==> src/rtl/pwm_deadtime.sv <==
// Complementary high/low gate driver with programmable dead time, enable gating
// and a sticky fault shutdown. One independent OFF/DEAD/HI/LO machine per channel.
module pwm_deadtime #(
  parameter int N_CHANNELS = 4,
  parameter int WIDTH_DT   = 8
) (
  input  logic                    clk,
  input  logic                    reset_n,
  input  logic [N_CHANNELS-1:0]   pwm_in,
  input  logic [WIDTH_DT-1:0]     dead_time,
  input  logic                    enable,
  input  logic                    fault,
  input  logic                    fault_clear,
  output logic [N_CHANNELS-1:0]   pwm_hi,
  output logic [N_CHANNELS-1:0]   pwm_lo,
  output logic                    fault_latched,
  output logic [2*N_CHANNELS-1:0] state_dbg
);

  // state_dbg carries each channel's state in bits [2*i+1:2*i], encoded as below.
  typedef enum logic [1:0] {
    ST_OFF  = 2'd0,
    ST_DEAD = 2'd1,
    ST_HI   = 2'd2,
    ST_LO   = 2'd3
  } ch_state_t;

  // An incoming fault kills outputs in the same edge it is sampled, not one later.
  logic kill;
  assign kill = !enable || fault_latched || fault;

  // Fault has priority over a simultaneous clear.
  always_ff @(posedge clk or negedge reset_n) begin
    if (!reset_n) begin
      fault_latched <= 1'b0;
    end else if (fault) begin
      fault_latched <= 1'b1;
    end else if (fault_clear) begin
      fault_latched <= 1'b0;
    end
  end

  for (genvar i = 0; i < N_CHANNELS; i++) begin : g_ch
    ch_state_t            state;
    logic [WIDTH_DT-1:0]  cnt;
    logic                 hi_q;
    logic                 lo_q;

    // dead_time is captured only on entry to DEAD; cnt <= 1 exits so 0 acts as 1.
    always_ff @(posedge clk or negedge reset_n) begin
      if (!reset_n) begin
        state <= ST_OFF;
        cnt   <= '0;
        hi_q  <= 1'b0;
        lo_q  <= 1'b0;
      end else if (kill) begin
        state <= ST_OFF;
        cnt   <= '0;
        hi_q  <= 1'b0;
        lo_q  <= 1'b0;
      end else begin
        case (state)
          ST_OFF: begin
            state <= ST_DEAD;
            cnt   <= dead_time;
            hi_q  <= 1'b0;
            lo_q  <= 1'b0;
          end
          ST_LO: begin
            if (pwm_in[i]) begin
              state <= ST_DEAD;
              cnt   <= dead_time;
              lo_q  <= 1'b0;
            end
          end
          ST_HI: begin
            if (!pwm_in[i]) begin
              state <= ST_DEAD;
              cnt   <= dead_time;
              hi_q  <= 1'b0;
            end
          end
          ST_DEAD: begin
            if (cnt <= WIDTH_DT'(1)) begin
              if (pwm_in[i]) begin
                state <= ST_HI;
                hi_q  <= 1'b1;
              end else begin
                state <= ST_LO;
                lo_q  <= 1'b1;
              end
            end else begin
              cnt <= cnt - 1'b1;
            end
          end
          default: begin
            state <= ST_OFF;
            cnt   <= '0;
            hi_q  <= 1'b0;
            lo_q  <= 1'b0;
          end
        endcase
      end
    end

    assign pwm_hi[i]          = hi_q;
    assign pwm_lo[i]          = lo_q;
    assign state_dbg[2*i +: 2] = state;
  end

endmodule

==> config.mk <==
export PLATFORM = sky130hd
export DESIGN_NAME = pwm_deadtime
export DESIGN_NICKNAME = d
export VERILOG_FILES = /design/src/rtl/pwm_deadtime.sv
export SDC_FILE = /design/constraint.sdc
export NUM_CORES = 1
export LEC_CHECK = 0
export ABC_AREA = 1
export CORE_MARGIN = 2
export CORE_UTILIZATION = 58
export DETAILED_ROUTE_END_ITERATION = 7
export PLACE_DENSITY = 0.8
export REMOVE_ABC_BUFFERS = 1
export SLEW_MARGIN = 5
export SYNTH_ARGS = -nofsm -noshare
export SYNTH_HDL_FRONTEND = slang
export SYNTH_SLANG_ARGS = --single-unit
==> constraint.sdc <==
create_clock -name clk -period 2.1 [get_ports clk]
set_input_delay 0.315 -clock clk [delete_from_list [all_inputs] [get_ports clk]]
set_output_delay 0.315 -clock clk [all_outputs]
set_load 0.02 [all_outputs]
-- Word level (Yosys, flattened, before mapping)
Cells that the tools add are included.
- add/sub/neg operators: 4
- order comparisons: 4
- eq/ne operators: 36
- multiplexer cells: 86
- reduce and logical (&&, ||, !) cells: 32
- operators with widths (operator ; count):
    $mux W8 ; 16
    $pmux W8 S4 ; 4
    $ne A3 B3 Y1 const B ; 24
    $mux W1 ; 38
    $le A8 B1 Y1 const B ; 4
    $mux W2 ; 16
    $pmux W2 S4 ; 4
    $reduce_and A4 Y1 ; 8
    $reduce_bool A4 Y1 ; 8
    $sub A8 B1 Y8 const B ; 4
    $pmux W1 S3 ; 8
    $reduce_and A3 Y1 ; 8
    $eq A2 B2 Y1 const B ; 8
    $eq A2 B1 Y1 const B ; 4
    $logic_not A2 Y1 ; 4
    $logic_or A1 B1 Y1 ; 2
    $reduce_bool A2 Y1 ; 1
    $logic_not A1 Y1 ; 1
- register bits: 49
- input port bits: 17
- output and inout port bits: 17
- logic and storage cells: 179

-- Longest topological paths before layout
Gate-level depths: netlist of run 1.
- depth in word-level cells: 5
- mapped depth: 12
- gate-level depth less buffers: 12

-- Worst setup path after synthesis of run 1
No wires, ideal clock.
- path kind: register to register
- start point: reg g_ch[2].state[1]
- end point: reg g_ch[2].cnt[6]
- setup time: 0.116 ns
- data arrival time: 1.525 ns
- path slack: 0.459 ns
- stages on the path, launching flop included: 11
- buffers on the path: 1
- clock period less this slack: 1.641 ns
- cell sequence: dfrtp_1 inv_1 ha_1 inv_2 nor2_4 nand2_1 inv_1 nor2_2 buf_2 nand2_1 nand2_1
- word-level cells in the longest chain between the ends: 3
- RTL lines (item ; RTL line ; text):
    start: declaration ; 44 ; ch_state_t state;
    start signal: assignment ; 52 ; state <= ST_OFF;
    start signal: assignment ; 57 ; state <= ST_OFF;
    start signal: assignment ; 64 ; state <= ST_DEAD;
    $eq A2 B1 Y1, or another cell as far along ; 62 ; case (state)
    $pmux W8 S4 / $ne A3 B3 Y1 (equally long branches) ; n/a ;
    $mux W8 / $reduce_and A3 Y1 (equally long branches) ; n/a ;
    end signal: assignment ; 65 ; cnt <= dead_time;
    end signal: assignment ; 72 ; cnt <= dead_time;
    end signal: assignment ; 79 ; cnt <= dead_time;
    end: declaration ; 45 ; logic [WIDTH_DT-1:0] cnt;
Several ways; a longest one is shown, not always the timed one.
A chain may end at the register's enable or synchronous reset.

-- Worst setup path after layout of run 1
- start point: reg g_ch[1].cnt[0]
- end point: reg g_ch[1].cnt[0]
- word-level cells in the longest chain between the ends: 4
- RTL lines (item ; RTL line ; text):
    start: declaration ; 45 ;
    start signal: assignment ; 65 ;
    start signal: assignment ; 72 ;
    start signal: assignment ; 79 ;
    $sub A8 B1 Y8 ; 93 ; cnt <= cnt - 1'b1;
    $mux W8 ; 84 ; if (cnt <= WIDTH_DT'(1)) begin
    $pmux W8 S4 ; 62 ;
    $mux W8 ; 56 ; end else if (kill) begin
Several ways; a longest one is shown, not always the timed one. The select of a mux whose other input is x is not followed.

==> results.toml, run 1 <==
[placed_design]
place_hpwl_mm = 6.38
port_buffers = 33
place_ws_ns = 0.0745
place_congestion = 0.917
place_inst = 658

[finish]
fin_cells = 666
area_growth_pct = 13.9
fillers = 516
fin_nets = 631
drive_gt1_frac = 0.0541
antenna_cells = 0

[timing]
timing.fmax_mhz = 579
relSlewSlack = 0.597
rsz0062_at_grt = "no"
fin_crit_sh = 0.823
finalSetupViolations = 0
skew_ns = 0.00314
worst_pin_slew_ns = 0.604
whs_ns = 0.00944
slew_violations = 0
period_needed_ns = 1.73
hold_viol = 0
fin_ws_ns = 0.372
fin_setup_tns_ns = 0

[floorplan]
rows = 28
ioPinCount = 34
die_w_um = 83.1
fp.coreArea_um2 = 5990
start_util = 0.606
die_h_um = 83.1
die_area_um2 = 6910

[synth]
synth_seq_area_share = 0.338
synth_top_area_frac = 0.338
synth_top_area_cell = "dfrtp_1"
avgSynthCellArea_um2 = 6.54
syn-cell-area_um2 = 3630
synth_simple_gate_area_frac = 0.361
synth_seq_cells = 49
yosysWarnings = 0
synth_xor_area_frac = 0.00965
synthMuxAreaShare = 0
ys_types = 22
synth_top_family_by_area = "simple AND/OR/NAND/NOR gates"
synth_area_leaders = "dfrtp_1, nand2_1, ha_1"
synth_adder_area_share = 0.0827
syn_inst = 555
synth_compound_area_frac = 0.101

[routing]
ant_nets = 0
drcViolationCount = 0
wl_met3_um = 377
drt_first_pass_iters = 5
routedWlPerCell_um = 12.7
viasPerCell = 5.28
highest_layer = "met4"
wl_met1_mm = 4.01
drt-total-wl_mm = 8.48
drt_iter0_markers = 296
dr_wl_met2_mm = 3.98
num_vias = 3518

[clocking]
path_clk_slew_ns = 0.09
post_cts_buffers = 0
cts-hold-fix-buffers = 0
numCtsBuffers = 5
cts_resized = 0
ctsRootBufferMaster = "clkbuf_8"
cts_tree = "done"
cts.sink_count = 49
cts_buffer_depth = 2
ctsHtreeMaxLevel = 2
clk_latency_ns = 0.30

[global_route]
grt-ovfl-total = 0
grt_max_degree = 26
grt_pass1_wl_mm = 14.5
grt_pass1_vias = 3168
antenna_found_initial = 0
grt_util_all_layers = 0.254

[critical_path]
critPathArrivalTime_ns = 1.91
path_cells = "inv_1, ha_1, inv_1, nand2_1, nand2_1, nor2_1, nand2_1, inv_1, nor2_2, buf_4, nand2_1, o21ai_0"
endpoint_kind = "flop"
setup.worst_path.class = "reg2reg"
start_kind = "flop"
cp_common_cell = "nand2_1"
slowest_delay_ns = 0.41
required_ns = 2.28
cp_max_fo = 13
crit_slowest_cell = "dfrtp_1"

[power]
p_leak_nw = 2.23
ir_drop_mv = 0.312
p_per_area_nw_per_um2 = 446

[status]
status = "complete, no violations"

[run]
drv_cap = 0

[min_path]
holdCritPathClass = "in2async"
-- worst max-delay path: cells and delay by family (launching register included) --
kind | cells | cell delay (ns)
buf+inv | 4 | 0.42
flops | 1 | 0.41
compound gates | 1 | 0.08
fa+ha+maj | 1 | 0.22
simple gates | 6 | 0.47
-- state kept, by name (all words and copies together) (netlist names) --
| signal | flops |
|---|---|
| g_ch.cnt | 32 |
| g_ch.state | 8 |
| g_ch.hi_q | 4 |
| g_ch.lo_q | 4 |
| fault_latched | 1 |
-- cells in the mapped netlist --
cell type  number
a21boi_0        1
a21oi_1        12
buf_2           6
buf_4           8
buf_6           1
clkbuf_1        1
dfrtp_1        49
ha_1           24
inv_1          73
inv_2           4
nand2_1       185
nand3_1        34
nand3_4         1
nand3b_1        1
nand4_1        18
nor2_1         66
nor2_2          6
nor2_4          2
o21ai_0        53
o21ai_1         4
o22ai_1         2
xnor2_1         4
-- final cells by class --
cell class              count  area, um^2  share of cell area
inverters                  77         289              0.0699
flip-flops and latches     49        1230               0.297
repair buffers             44         433               0.105
clock buffers               6        72.6              0.0175
multi-input cells         413        2010               0.486
well taps                  75        93.8              0.0227
clock inverters             2        10.0             0.00242
-- final timing paths --
| path | from | to | slack [ns] | cells after the start |
|---|---|---|---|---|
| worst max-delay path | g_ch[1].cnt[0] | g_ch[1].cnt[0] | 0.37 | 12 |
| worst min-delay path | reset_n | g_ch[1].cnt[4] | 0.009 | 1 |
| worst max register to register | g_ch[1].cnt[0] | g_ch[1].cnt[0] | 0.37 | 12 |
| worst min register to register | g_ch[3].cnt[6] | g_ch[3].cnt[6] | 0.48 | 2 |
| max in group asynchronous | reset_n | g_ch[0].hi_q | 1.55 | 2 |
| min in group clk | g_ch[3].cnt[6] | g_ch[3].cnt[6] | 0.48 | 2 |
-- where the power goes --
group	switching, W	leakage (nW)	internal [W]
Sequential	0.0000213	0.674	0.000964
Combinational	0.000191	1.51	0.000112
Clock	0.000325	0.0450	0.000232
-- cells by family (layout without fill, tap and decap cells) --
family | count (synthesis) | in the layout
DFF | 49 | 49
adders and majority gates | 24 | 24
buffers and inverters | 93 | 129
and+or+nand+nor | 313 | 313
xor gates and xnor gates | 4 | 4
AOI/OAI and AO/OA | 72 | 72
-- cell usage in the layout (no fill, tap or decap) --
master,instances
a21boi_0,1
a21oi_1,12
buf_12,2
buf_2,1
buf_4,9
clkbuf_1,1
clkbuf_8,5
clkdlybuf4s50_1,32
clkinv_2,2
dfrtp_1,49
ha_1,24
inv_1,73
inv_2,4
nand2_1,185
nand3_1,34
nand3_4,1
nand3b_1,1
nand4_1,18
nor2_1,66
nor2_2,6
nor2_4,2
o21ai_0,53
o21ai_1,4
o22ai_1,2
xnor2_1,4
-- metrics by stage --
step           utilization  power, W  area, um^2
4_1_cts              0.690   0.00186        4140
6_report             0.690   0.00185        4140
5_1_grt              0.690   0.00194        4140
2_1_floorplan            -   0.00118        3530
3_3_place_gp         0.676   0.00130        4050
3_5_place_dp         0.676   0.00130        4050
-- per-layer routing --
layer / vias up / global-route usage
met3: 10 / 0.0318
met4: 0 / 0.0626
met2: 111 / 0.413
met1: 1588 / 0.360
li1: 1809 / -
met5: - / 0
No activity file was read; power rests on OpenSTA's default activity.
==> run 2: changes to the inputs <==
--- a/config.mk
+++ b/config.mk
@@ -7,9 +7,9 @@
 export LEC_CHECK = 0
 export ABC_AREA = 1
 export CORE_MARGIN = 2
-export CORE_UTILIZATION = 58
+export CORE_UTILIZATION = 53
 export DETAILED_ROUTE_END_ITERATION = 7
-export PLACE_DENSITY = 0.8
+export PLACE_DENSITY = 0.77
 export REMOVE_ABC_BUFFERS = 1
 export SLEW_MARGIN = 5
 export SYNTH_ARGS = -nofsm -noshare
==> constraint.sdc (replaced) <==
create_clock -name clk -period 1.5 [get_ports clk]
set_input_delay 0.225 -clock clk [delete_from_list [all_inputs] [get_ports clk]]
set_output_delay 0.225 -clock clk [all_outputs]
set_load 0.02 [all_outputs]
==> run 2 against run 1 <==
Worst hold slack improved by 0.42 ns; critical endpoint is now g_ch[2].lo_q; sequential power grew 40%; critical path type unchanged; utilization increased by 12 points; combinational power rose by 120%; clock skew rose by 0.011 ns; the flow now finishes with violations (negative setup slack); global-route usage is 4.3 points higher; register-to-register slack got worse by 0.45 ns; via count up 23%.
==> results.toml, run 2 (synthesis gave the netlist of run 1 again) <==
[status]
status = "finished, violations left"
violations = "negative setup slack"

[timing]
slew_violations = 0
fin_ws_ns = -0.0807
finalSetupViolations = 28
hold_viol = 0
rsz0062_at_grt = "yes"
skew_ns = 0.0142
relSlewSlack = 0.794
timing.fmax_mhz = 633
whs_ns = 0.429
period_needed_ns = 1.58
fin_crit_sh = 1.05
worst_pin_slew_ns = 0.308

[clocking]
path_clk_slew_ns = 0.10
ctsRootBufferMaster = "clkbuf_8"
cts_tree = "done"
cts_buffer_depth = 2
clk_latency_ns = 0.32
cts.sink_count = 49
ctsHtreeMaxLevel = 2
numCtsBuffers = 5

[finish]
largest_register_ffs = 32
fillers = 404
drive_gt1_frac = 0.341
reg_top3 = "g_ch.cnt x32, g_ch.state x8"
mostFrequentLayoutCell = "nand2_1"
largest_register = "g_ch.cnt"
fin_nets = 733
area_growth_pct = 50.4
antenna_cells = 0
final_cell_mix = "nand2_1, buf_4, inv_1"
multi_input_area_um2 = 2500
regArea_um2 = 1230
fin_cells = 773

[floorplan]
start_util = 0.540
die_area_um2 = 7530
ioPinCount = 34
die_h_um = 86.8
rows = 30
die_w_um = 86.8
fp.coreArea_um2 = 6720

[critical_path]
required_ns = 1.70
endpoint_kind = "flop"
setup.worst_path.class = "reg2reg"
start_kind = "flop"
cp_max_fo = 4
critPathArrivalTime_ns = 1.79

[global_route]
grt_util_all_layers = 0.296
grtUsageMet1 = 0.364
grt.met2_usage = 0.526
grt_pass1_vias = 3989
grt.busiest_layer = "met2"
grt_pass1_wl_mm = 17.7
antenna_found_initial = 0
grt-ovfl-total = 0
met3_usage = 0.0476
grt_max_degree = 50

[run]
drv_cap = 0

[routing]
viasPerCell = 5.59
drt-total-wl_mm = 12.3
ant_nets = 0
drt_iter0_markers = 316
routedWlPerCell_um = 15.9
drt_first_pass_iters = 5
num_vias = 4318
drcViolationCount = 0

[placed_design]
place_inst = 737
place_hpwl_mm = 7.54
place_ws_ns = -0.362
place_congestion = 0.894
port_buffers = 33

[power]
p_leak_nw = 2.86
p_per_area_nw_per_um2 = 566
ir_drop_mv = 0.344

[min_path]
holdCritPathClass = "in2async"
==> run 2: critical path, cell delays in order (launching register included) <==
cell,delay (ns)
dfrtp_1,0.44
buf_4,0.17
ha_1,0.18
nand4_1,0.14
buf_4,0.15
nand2_2,0.07
buf_4,0.14
o21ai_2,0.11
nand2_1,0.08
==> run 2: final cells by class <==
| cell class | count | share of cell area |
|---|---|---|
| clock buffers | 7 | 0.0158 |
| clock inverters | 1 | 0.00550 |
| inverters | 77 | 0.0547 |
| multi-input cells | 416 | 0.457 |
| flip-flops and latches | 49 | 0.225 |
| well taps | 80 | 0.0183 |
| repair buffers | 143 | 0.224 |
==> run 2: worst paths after layout <==
kind / startpoint / to / slack, ns / cells past startpoint
worst max-delay path: g_ch[2].state[1] / g_ch[2].lo_q / -0.08 / 8
worst min-delay path: reset_n / g_ch[2].cnt[5] / 0.43 / 3
worst max register to register: g_ch[2].state[1] / g_ch[2].lo_q / -0.08 / 8
worst min register to register: g_ch[3].cnt[7] / g_ch[3].cnt[7] / 0.48 / 2
max in group asynchronous: reset_n / g_ch[3].state[0] / 0.81 / 3
min in group clk: g_ch[3].cnt[7] / g_ch[3].cnt[7] / 0.48 / 2
==> run 2: report_power, final <==
part	leakage [nW]	internal [W]	switching, W
sequential	0.673	0.00135	0.0000319
combinational	2.12	0.000288	0.000387
clock	0.0585	0.000545	0.000491
total	2.86	0.00218	0.000910
==> run 2: layer usage <==
metal  up-vias  wire length (um)
met5         -                 0
met4         0               594
met3        62               708
met2       200              6110
met1      2026              4880
li1       2030                 -
==> run 2: repair_timing <==
| item | 4_1_cts | 5_1_grt |
|---|---|---|
| endpoints found under the setup margin | 60 | 50 |
| cloned | 2 | 1 |
| pin swaps | 11 | 38 |
| resized for setup | 61 | 158 |
| setup buffers | 11 | 14 |
| hold endpoints to repair | 49 | 0 |
| hold buffers | 1 | 0 |
==> run 2: stage by stage <==
| stage | setup TNS, ns | cell area, um^2 | total power, W | util |
|---|---|---|---|---|
| 2_1_floorplan | -11.46 | 3530 | 0.00165 | - |
| 3_3_place_gp | -11.02 | 4600 | 0.00190 | 0.685 |
| 3_5_place_dp | -14.34 | 4600 | 0.00191 | 0.685 |
| 4_1_cts | -0.162 | 4910 | 0.00296 | 0.731 |
| 5_1_grt | -3.50 | 5460 | 0.00321 | 0.813 |
| 6_report | -0.689 | 5460 | 0.00309 | 0.813 |
==> run 3: changes to the inputs <==
--- a/config.mk
+++ b/config.mk
@@ -11,6 +11,7 @@
 export DETAILED_ROUTE_END_ITERATION = 7
 export PLACE_DENSITY = 0.77
 export REMOVE_ABC_BUFFERS = 1
+export SETUP_SLACK_MARGIN = 0.1
 export SLEW_MARGIN = 5
 export SYNTH_ARGS = -nofsm -noshare
 export SYNTH_HDL_FRONTEND = slang
==> run 3 against run 2 <==
The run still ends with negative setup slack left; routed wire length rose by 32%; non-clock buffer count rose by 18; critical path type unchanged; highest routed layer unchanged; critical path depth rose by 1; largest cell class unchanged.
==> results.toml, run 3 (synthesis gave the netlist of run 1 again) <==
[status]
status = "finished, violations left"
violations = "negative setup slack"

[routing]
viasPerCell = 6.37
num_vias = 5036
drcViolationCount = 0
ant_nets = 0
drt_first_pass_iters = 6
drt-total-wl_mm = 16.3
drt_iter0_markers = 463
routedWlPerCell_um = 20.6

[power]
ir_drop_mv = 0.339
switchingPower_w = 0.000996
p_per_area_nw_per_um2 = 550
p_leak_nw = 3.02
combPwrFrac = 0.247
netSwitchingFraction = 0.309
intPower_w = 0.00223
power_frac_clock = 0.323
p_seq_frac = 0.430

[timing]
timing.fmax_mhz = 590
skew_ns = 0.0140
fin_crit_sh = 1.13
period_needed_ns = 1.69
fin_ws_ns = -0.194
relSlewSlack = 0.758
worst_pin_slew_ns = 0.363
fin_setup_tns_ns = -5.31
slew_violations = 0
hold_viol = 0
rsz0062_at_grt = "yes"
finalSetupViolations = 47

[placed_design]
port_buffers = 33
place_hpwl_mm = 7.54
place_ws_ns = -0.362
place_congestion = 0.894

[clocking]
ctsRootBufferMaster = "clkbuf_8"
numCtsBuffers = 5
clk_latency_ns = 0.32
cts_buffer_depth = 2
path_clk_slew_ns = 0.10
cts_tree = "done"
ctsHtreeMaxLevel = 2
cts.sink_count = 49

[finish]
largest_register = "g_ch.cnt"
reg_top3 = "g_ch.cnt x32, g_ch.state x8"
mostFrequentLayoutCell = "nand2_1"
drive_gt1_frac = 0.446
area_growth_pct = 61.5
largest_register_ffs = 32
fin_nets = 751
final_core_util = 0.873
final_cell_mix = "nand2_1, buf_4, inv_1"
antenna_cells = 0
fillers = 306

[critical_path]
start_kind = "flop"
cp_max_fo = 8
reg2reg_depth = 9
endpoint = "g_ch[0].cnt[0]"
rr_startpoint = "fault_latched"
setup.worst_path.class = "reg2reg"
critPathArrivalTime_ns = 1.94
reg2reg_slack_ns = -0.19
r2r-end = "g_ch[0].cnt[0]"
endpoint_kind = "flop"
crit_start = "fault_latched"
required_ns = 1.75

[run]
drv_cap = 0

[min_path]
holdCritPathClass = "in2async"

[floorplan]
ioPinCount = 34
start_util = 0.540
fp.coreArea_um2 = 6720
rows = 30
die_area_um2 = 7530
die_w_um = 86.8
die_h_um = 86.8

[global_route]
grt_max_degree = 50
grt_util_all_layers = 0.363
grt_pass1_vias = 4666
grt_pass1_wl_mm = 21.5
antenna_found_initial = 0
grt-ovfl-total = 0
[run 3: critical path, cell delays in order (launching register included)]
cell	delay (ns)
dfrtp_1	0.43
inv_2	0.11
nand3_4	0.15
buf_6	0.18
inv_6	0.06
buf_8	0.15
o21ai_1	0.13
a21oi_2	0.20
nand2_2	0.10
o21ai_1	0.10
[run 3: through the flow]
stage	area (um^2)	hold WS [ns]	total power (W)	cells
floorplan	3530	-0.0706	0.00165	539
global placement	4600	0.236	0.00190	737
detailed placement	4600	0.238	0.00191	737
CTS	5450	0.449	0.00305	777
global route	5870	0.472	0.00333	791
finish	5870	0.417	0.00323	791
[run 3: worst min path at each step]
stage,start,to,slack (ns),cells after the start
after floorplan,reset_n,fault_latched,-0.07,0
after global placement,reset_n,g_ch[2].cnt[5],0.24,2
after detailed placement,reset_n,g_ch[2].cnt[5],0.24,2
after CTS,reset_n,g_ch[2].cnt[5],0.45,3
after global routing,reset_n,g_ch[2].cnt[3],0.47,3
final,reset_n,g_ch[2].cnt[3],0.42,3
[run 3: power by group through the flow]
stage          clock (W)  combinational [W]  sequential (W)
5_1_grt          0.00110           0.000837         0.00139
3_3_place_gp           0           0.000495         0.00140
3_5_place_dp           0           0.000511         0.00140
2_1_floorplan          0           0.000239         0.00141
6_report         0.00104           0.000796         0.00139
4_1_cts          0.00104           0.000637         0.00138
[run 3: timing repair]
item                                    4_1_cts  5_1_grt
pin swaps                                    46       49
resized for setup                           203      122
gates cloned                                  3        0
endpoints found under the hold margin        49        0
setup buffers                                30       14
endpoints found under the setup margin       65       53
hold buffers                                  1        0
[run 3: layout make-up]
type / count / area, um^2 / area share
inverters: 77 / 309 / 0.0527
clock buffers: 7 / 86.3 / 0.0147
flip-flops and latches: 49 / 1230 / 0.210
repair buffers: 161 / 1380 / 0.235
multi-input cells: 416 / 2730 / 0.465
clock inverters: 1 / 30.0 / 0.00512
well taps: 80 / 100 / 0.0171
[run 3: routing by layer]
metal,vias to the layer above,share of wire,global-route usage
li1,2065,-,-
met1,2309,0.35,0.420
met2,490,0.46,0.624
met3,172,0.11,0.0714
met4,0,0.082,0.210
met5,-,0,0
